<file path="src/rtl/sysid_pkg.sv">
// sysid_pkg: shared FSM state type and word offsets for the system-ID checker.
package sysid_pkg;
    typedef enum logic [2:0] {IDLE, ID_REQ, ID_WAIT, TS_REQ, TS_WAIT, CHECK, DONE} state_t;
    localparam int ID_WORD_OFS = 0;
    localparam int TS_WORD_OFS = 1;
    localparam int AVM_DATA_W = 32;
endpackage

</file>
<file path="src/rtl/avm_single_read.sv">
// avm_single_read: issues one Avalon-MM read per go pulse, with waitrequest stall, optional pipelined data and a timeout.
// Ports: clock/reset (async, active-high); go/addr start a read; avm_* bus signals;
// accept = bus accepted the read, capture = data valid this cycle, expire = timeout this cycle; data = read word.
module avm_single_read
    import sysid_pkg::*;
#(
    parameter int ADDR_W = 1,
    parameter int RST_ADDR = 0,
    parameter int PIPELINED = 0,
    parameter int TIMEOUT_CYCLES = 255
) (
    input  logic                  clock,
    input  logic                  reset,
    input  logic                  go,
    input  logic [ADDR_W-1:0]     addr,
    output logic [ADDR_W-1:0]     avm_address,
    output logic                  avm_read,
    input  logic                  avm_waitrequest,
    input  logic [AVM_DATA_W-1:0] avm_readdata,
    input  logic                  avm_readdatavalid,
    output logic                  accept,
    output logic                  capture,
    output logic                  expire,
    output logic [AVM_DATA_W-1:0] data
);
    localparam logic [15:0] LAST = 16'(TIMEOUT_CYCLES - 1);
    logic        active;
    logic [15:0] cnt;
    assign accept = avm_read && !avm_waitrequest;
    // Pipelined data only counts once the request phase is over (read dropped while still active).
    assign capture = (PIPELINED != 0) ? active && !avm_read && avm_readdatavalid : accept;
    // Capture in the final allowed cycle beats expiry.
    assign expire = active && cnt == LAST && !capture;
    assign data = avm_readdata;
    always_ff @(posedge clock or posedge reset) begin
        if (reset) begin
            active      <= 1'b0;
            avm_read    <= 1'b0;
            avm_address <= ADDR_W'(RST_ADDR);
            cnt         <= '0;
        end else if (go) begin
            active      <= 1'b1;
            avm_read    <= 1'b1;
            avm_address <= addr;
            cnt         <= '0;
        end else if (active) begin
            cnt <= cnt + 16'd1;
            if (capture || expire) begin
                active   <= 1'b0;
                avm_read <= 1'b0;
            end else if (accept) begin
                avm_read <= 1'b0;
            end
        end
    end
endmodule

</file>
<file path="config.mk">
export PLATFORM = sky130hd
export DESIGN_NAME = avm_single_read
export DESIGN_NICKNAME = d
export VERILOG_FILES = /design/src/rtl/sysid_pkg.sv /design/src/rtl/avm_single_read.sv
export SDC_FILE = /design/constraint.sdc
export NUM_CORES = 1
export LEC_CHECK = 0
export BUFFER_PORTS_ARGS = -buffer_cell sky130_fd_sc_hd__buf_2
export CAP_MARGIN = 10
export CORE_ASPECT_RATIO = 0.6
export CORE_MARGIN = 2
export CORE_UTILIZATION = 42
export CTS_CLUSTER_DIAMETER = 50
export DETAILED_ROUTE_END_ITERATION = 8
export GPL_TIMING_DRIVEN = 0
export PLACE_DENSITY = 0.86
export SLEW_MARGIN = 20
export SYNTH_ARGS = -nofsm -noshare
export SYNTH_HDL_FRONTEND = slang
export SYNTH_SLANG_ARGS = --single-unit
</file>
<file path="constraint.sdc">
create_clock -name clock -period 1.6 [get_ports clock]
set_input_delay 0.24 -clock clock [delete_from_list [all_inputs] [get_ports clock]]
set_output_delay 0.24 -clock clock [all_outputs]
set_load 0.02 [all_outputs]
</file>
After elaboration in Yosys (flattened, before gate mapping)
Index checks and enable logic that the tools add are counted.
{ "classes": {"add_sub_neg": 1, "eq_ne": 1, "n_mux": 9, "n_reduce_logical": 9} }
{ "ops": {"columns": ["operator", "count"], "rows": [
  ["$mux W16", 2],
  ["$add A16 B1 Y16 const B", 1],
  ["$eq A16 B8 Y1 const B", 1],
  ["$mux W1", 7],
  ["$logic_and A1 B1 Y1", 3],
  ["$reduce_bool A3 Y1", 1],
  ["$logic_not A1 Y1", 2],
  ["$reduce_and A2 Y1", 1],
  ["$reduce_bool A2 Y1", 1],
  ["$logic_or A1 B1 Y1", 1]
]} }
{ "word_totals": {"register_bits": 19, "out_inout_bits": 37} }

Logic depth before layout (Yosys ltp)
{ "logic_depth": {"word_depth": 8, "ltp_mapped": 5} }

Worst setup path before layout
Ideal clock, no wire load.
{ "synth_timing": {"path_type": "reg-to-output", "from": "reg cnt[0]", "to": "out expire", "t_arrival_ps": 1260, "slack_ps": 100, "path_stages_with_launch": 6, "path_buffers": 0, "cell_sequence": "dfrtp_1 -> inv_1 -> ha_1 -> nor4b_1 -> nand4_1 -> nor2_1"} }
{ "synth_via": {"elab_chain_cells": 3} }
{ "synth_rtl": {"columns": ["item", "line_no", "text"], "rows": [
  ["start, declared", "avm_single_read.sv:28", "logic [15:0] cnt;"],
  ["start signal, assigned", "avm_single_read.sv:47", "cnt <= cnt + 16'd1;"],
  ["$eq A16 B8 Y1", "avm_single_read.sv:33", "assign expire = active && cnt == LAST && !capture;"],
  ["$logic_and A1 B1 Y1 (2 in a row)", "avm_single_read.sv:33", null],
  ["end, declared", "avm_single_read.sv:23", "output logic expire,"]
]} }
Every way passes these cells.

Worst setup path in the final report
{ "layout_timing": {"from": "reg cnt[11]", "to": "out expire"} }
Same word-level chain as after synthesis.

==> flow_summary.toml <==
[grt]
grt_start_max_net_pins = 20
antenna_found_initial = 0
grt_usage_pct = 15.8
grt_pass1_vias = 868
grt-ovfl-total = 0
grt_pass1_wl_um = 3840

[route]
vias_per_cell = 4.85
drt-met1-wl_um = 1180
wl_um = 2830
antenna_left = 0
drt_iter0_drc = 44
wire_per_inst_um = 13.1
drc = 0
vias = 1048
first_pass_iters = 4
route.met3.wl_um = 206
wl_met2_um = 1360
top_layer = "met4"

[synthesis]
synth_area_um2 = 1220
syn_area_per_cell_um2 = 9.52
synth.distinct_cells = 33
synth-seq-cells = 19
ys_seq_area_share_pct = 39.0
synthesis.nets = 168
yosys_warnings = 0
synthCells = 128

[cells_and_area]
fill_cells = 248
seqCellArea_um2 = 478
nets = 223
drive_gt1_share_pct = 56.6
fin_util_pct = 58.3
multi_input_area_um2 = 515
insertedDiodeCount = 0
area_delta_synth_final_pct = 34.7

[floorplanning]
ios = 75
num_rows = 15
die_h_um = 45.7
die_area_um2 = 3360
initial_core_util_pct = 43.3
core_area_um2 = 2820
die_w_um = 73.5

[power]
p_comb_share_pct = 24.4
power_frac_clock_pct = 30.4
seq_power_share_pct = 45.2
power.total_mw = 1.13
p_leak_nw = 0.853
p_sw_mw = 0.322
max-vdd-ir-drop_mv = 0.657
switching_share_pct = 28.6
p_per_area_nw_per_um2 = 686
intPower_mw = 0.804

[clock_tree]
clkLatencyLatePin_ns = 0.26
clock_path_buffers = 2
cts_tree = "built"
htree_levels = 1
cts_buffers = 3
cts_root_buf = "clkbuf_8"
path_clk_slew_ns = 0.07
numClockSinks = 19

[worst_setup_path]
crit_type = "flop to primary output"
startpoint_type = "flop"
crit_path_max_fanout = 4
worst-endpoint-required_ns = 1.36
endpoint_kind = "primary output"
cp.arrival_ns = 1.48

[status]
status = "finished with violations"
violations = "negative setup slack"

[sta]
worst_slack_ns = -0.123
drv_slew = 0
setup_viol = 1
fin_crit_sh_pct = 108
tightest_slew_ns = 0.718
finalCriticalPeriod_ns = 1.72
hold_viol_final = 0
clock.fmax_ghz = 0.580
fin_skew_ns = 0.00357
slew_headroom_pct = 52.1
rsz0062_at_grt = "yes"

[placed_design]
hpwl_um = 1980
gp_congestion = 0.790
port_buffers = 41

[worst_hold_path]
hold_path.class = "input port to async pin"

[flow_run]
max_cap_violations = 0
[per-stage QoR]
step | hold slack, ns | TNS, ns | setup slack [ns] | cells | instance area (um^2)
2_1_floorplan | 0.191 | 0 | 0.0998 | 128 | 1220
3_3_place_gp | 0.388 | -0.00861 | -0.00861 | 203 | 1470
3_5_place_dp | 0.390 | -0.0363 | -0.0363 | 203 | 1470
4_1_cts | 0.113 | -0.0898 | -0.0898 | 210 | 1560
5_1_grt | 0.169 | -0.513 | -0.236 | 216 | 1640
6_report | 0.0867 | -0.123 | -0.123 | 216 | 1640
[path summary, 6_finish.rpt]
path                        startpoint     endpoint  slack [ns]  cells after the start
setup / recovery               cnt[11]       expire       -0.12                      4
hold / removal                   reset       cnt[7]        0.09                      2
setup reg to reg                cnt[0]      cnt[12]        0.02                      8
hold reg to reg            avm_address  avm_address        0.52                      1
max in group asynchronous        reset       cnt[9]        1.02                      2
min in group clock                addr  avm_address        0.21                      2
[flip-flops by register name (all words and copies together), names as in the netlist]
| signal | flops |
|---|---|
| avm_address | 1 |
| avm_read | 1 |
| cnt | 16 |
| active | 1 |
[what timing repair did]
action | in CTS | in global routing
hold buffers | 0 | 0
resized for setup | 6 | 9
setup endpoints to repair | 2 | 5
buffers inserted | 3 | 6
pin swaps | 2 | 7
[kinds of logic (layout without fill, tap and decap cells)]
group           count (synthesis)  in the layout  synth area share [%]
simple gates                   43             43                  19.7
flops                          19             19                  39.0
fa+ha+maj                       2              2                  2.05
mux                             2              2                  1.85
xor+xnor                       11             11                  7.91
buf+inv                        40             94                  23.2
compound gates                 11             11                  6.26
[cells in the mapped netlist]
cell type / n / share of area, %
xnor2_1: 2 / 1.4
buf_1: 1 / 0.31
nor2_1: 14 / 4.3
inv_1: 3 / 0.92
xor2_1: 9 / 6.5
o21ai_0: 3 / 1.2
and4_1: 1 / 0.72
a21o_1: 1 / 0.62
o2111a_1: 1 / 0.92
dfrtp_1: 19 / 39
nor3_1: 1 / 0.41
a21oi_1: 3 / 1.2
nor4_1: 1 / 0.51
and2_1: 1 / 0.51
buf_6: 1 / 0.92
and3_2: 1 / 0.62
or3_1: 3 / 1.5
nor4b_1: 1 / 0.72
nand3_1: 6 / 2.5
buf_4: 33 / 20
ha_1: 2 / 2.1
and3_1: 1 / 0.51
o211a_1: 1 / 0.82
mux2_2: 2 / 1.8
nor2b_1: 4 / 2.1
a211oi_1: 1 / 0.62
nand2_1: 4 / 1.2
clkbuf_1: 1 / 0.31
nand4_1: 3 / 1.5
nand4_4: 1 / 1.7
a311o_1: 1 / 0.82
buf_2: 1 / 0.41
and4b_1: 1 / 0.82
[power by group through the flow]
stage / registers, mW / logic, mW / clock network, mW
6_report: 0.509 / 0.274 / 0.342
3_3_place_gp: 0.518 / 0.249 / 0
5_1_grt: 0.511 / 0.299 / 0.359
3_5_place_dp: 0.520 / 0.254 / 0
2_1_floorplan: 0.522 / 0.182 / 0
4_1_cts: 0.509 / 0.264 / 0.344
[final cells by class]
cell class	instances	share of cell area [%]
well taps	34	2.59
inverters	3	0.686
clock buffers	4	2.74
flip-flops and latches	19	29.1
plain buffers	37	16.7
multi-input cells	69	31.4
repair buffers	50	16.8
[per-layer routing]
metal	vias up	global-route usage (%)
met5	-	0
met4	0	6.55
met3	10	5.31
met2	45	26.1
met1	492	19.4
li1	501	-
[critical path: stages (launching register included)]
cell and delay [ns]:
dfrtp_1 0.43, nor4_2 0.33, nand4_1 0.18, nor2_1 0.13, buf_4 0.15
[cell usage in the layout (no fill, tap or decap), types with 2 or more instances in the layout]
| master | count |
|---|---|
| clkbuf_1 | 2 |
| xnor2_1 | 2 |
| buf_4 | 43 |
| or3_1 | 2 |
| o21ai_0 | 3 |
| inv_1 | 3 |
| a21oi_1 | 3 |
| dfrtp_1 | 17 |
| nand3_1 | 5 |
| xor2_1 | 9 |
| nor2b_1 | 4 |
| nand4_1 | 3 |
| buf_2 | 40 |
| mux2_2 | 2 |
| clkbuf_8 | 3 |
| nand2_1 | 4 |
| dfrtp_2 | 2 |
| nor2_1 | 14 |
Power figures use the tool's default switching activity.
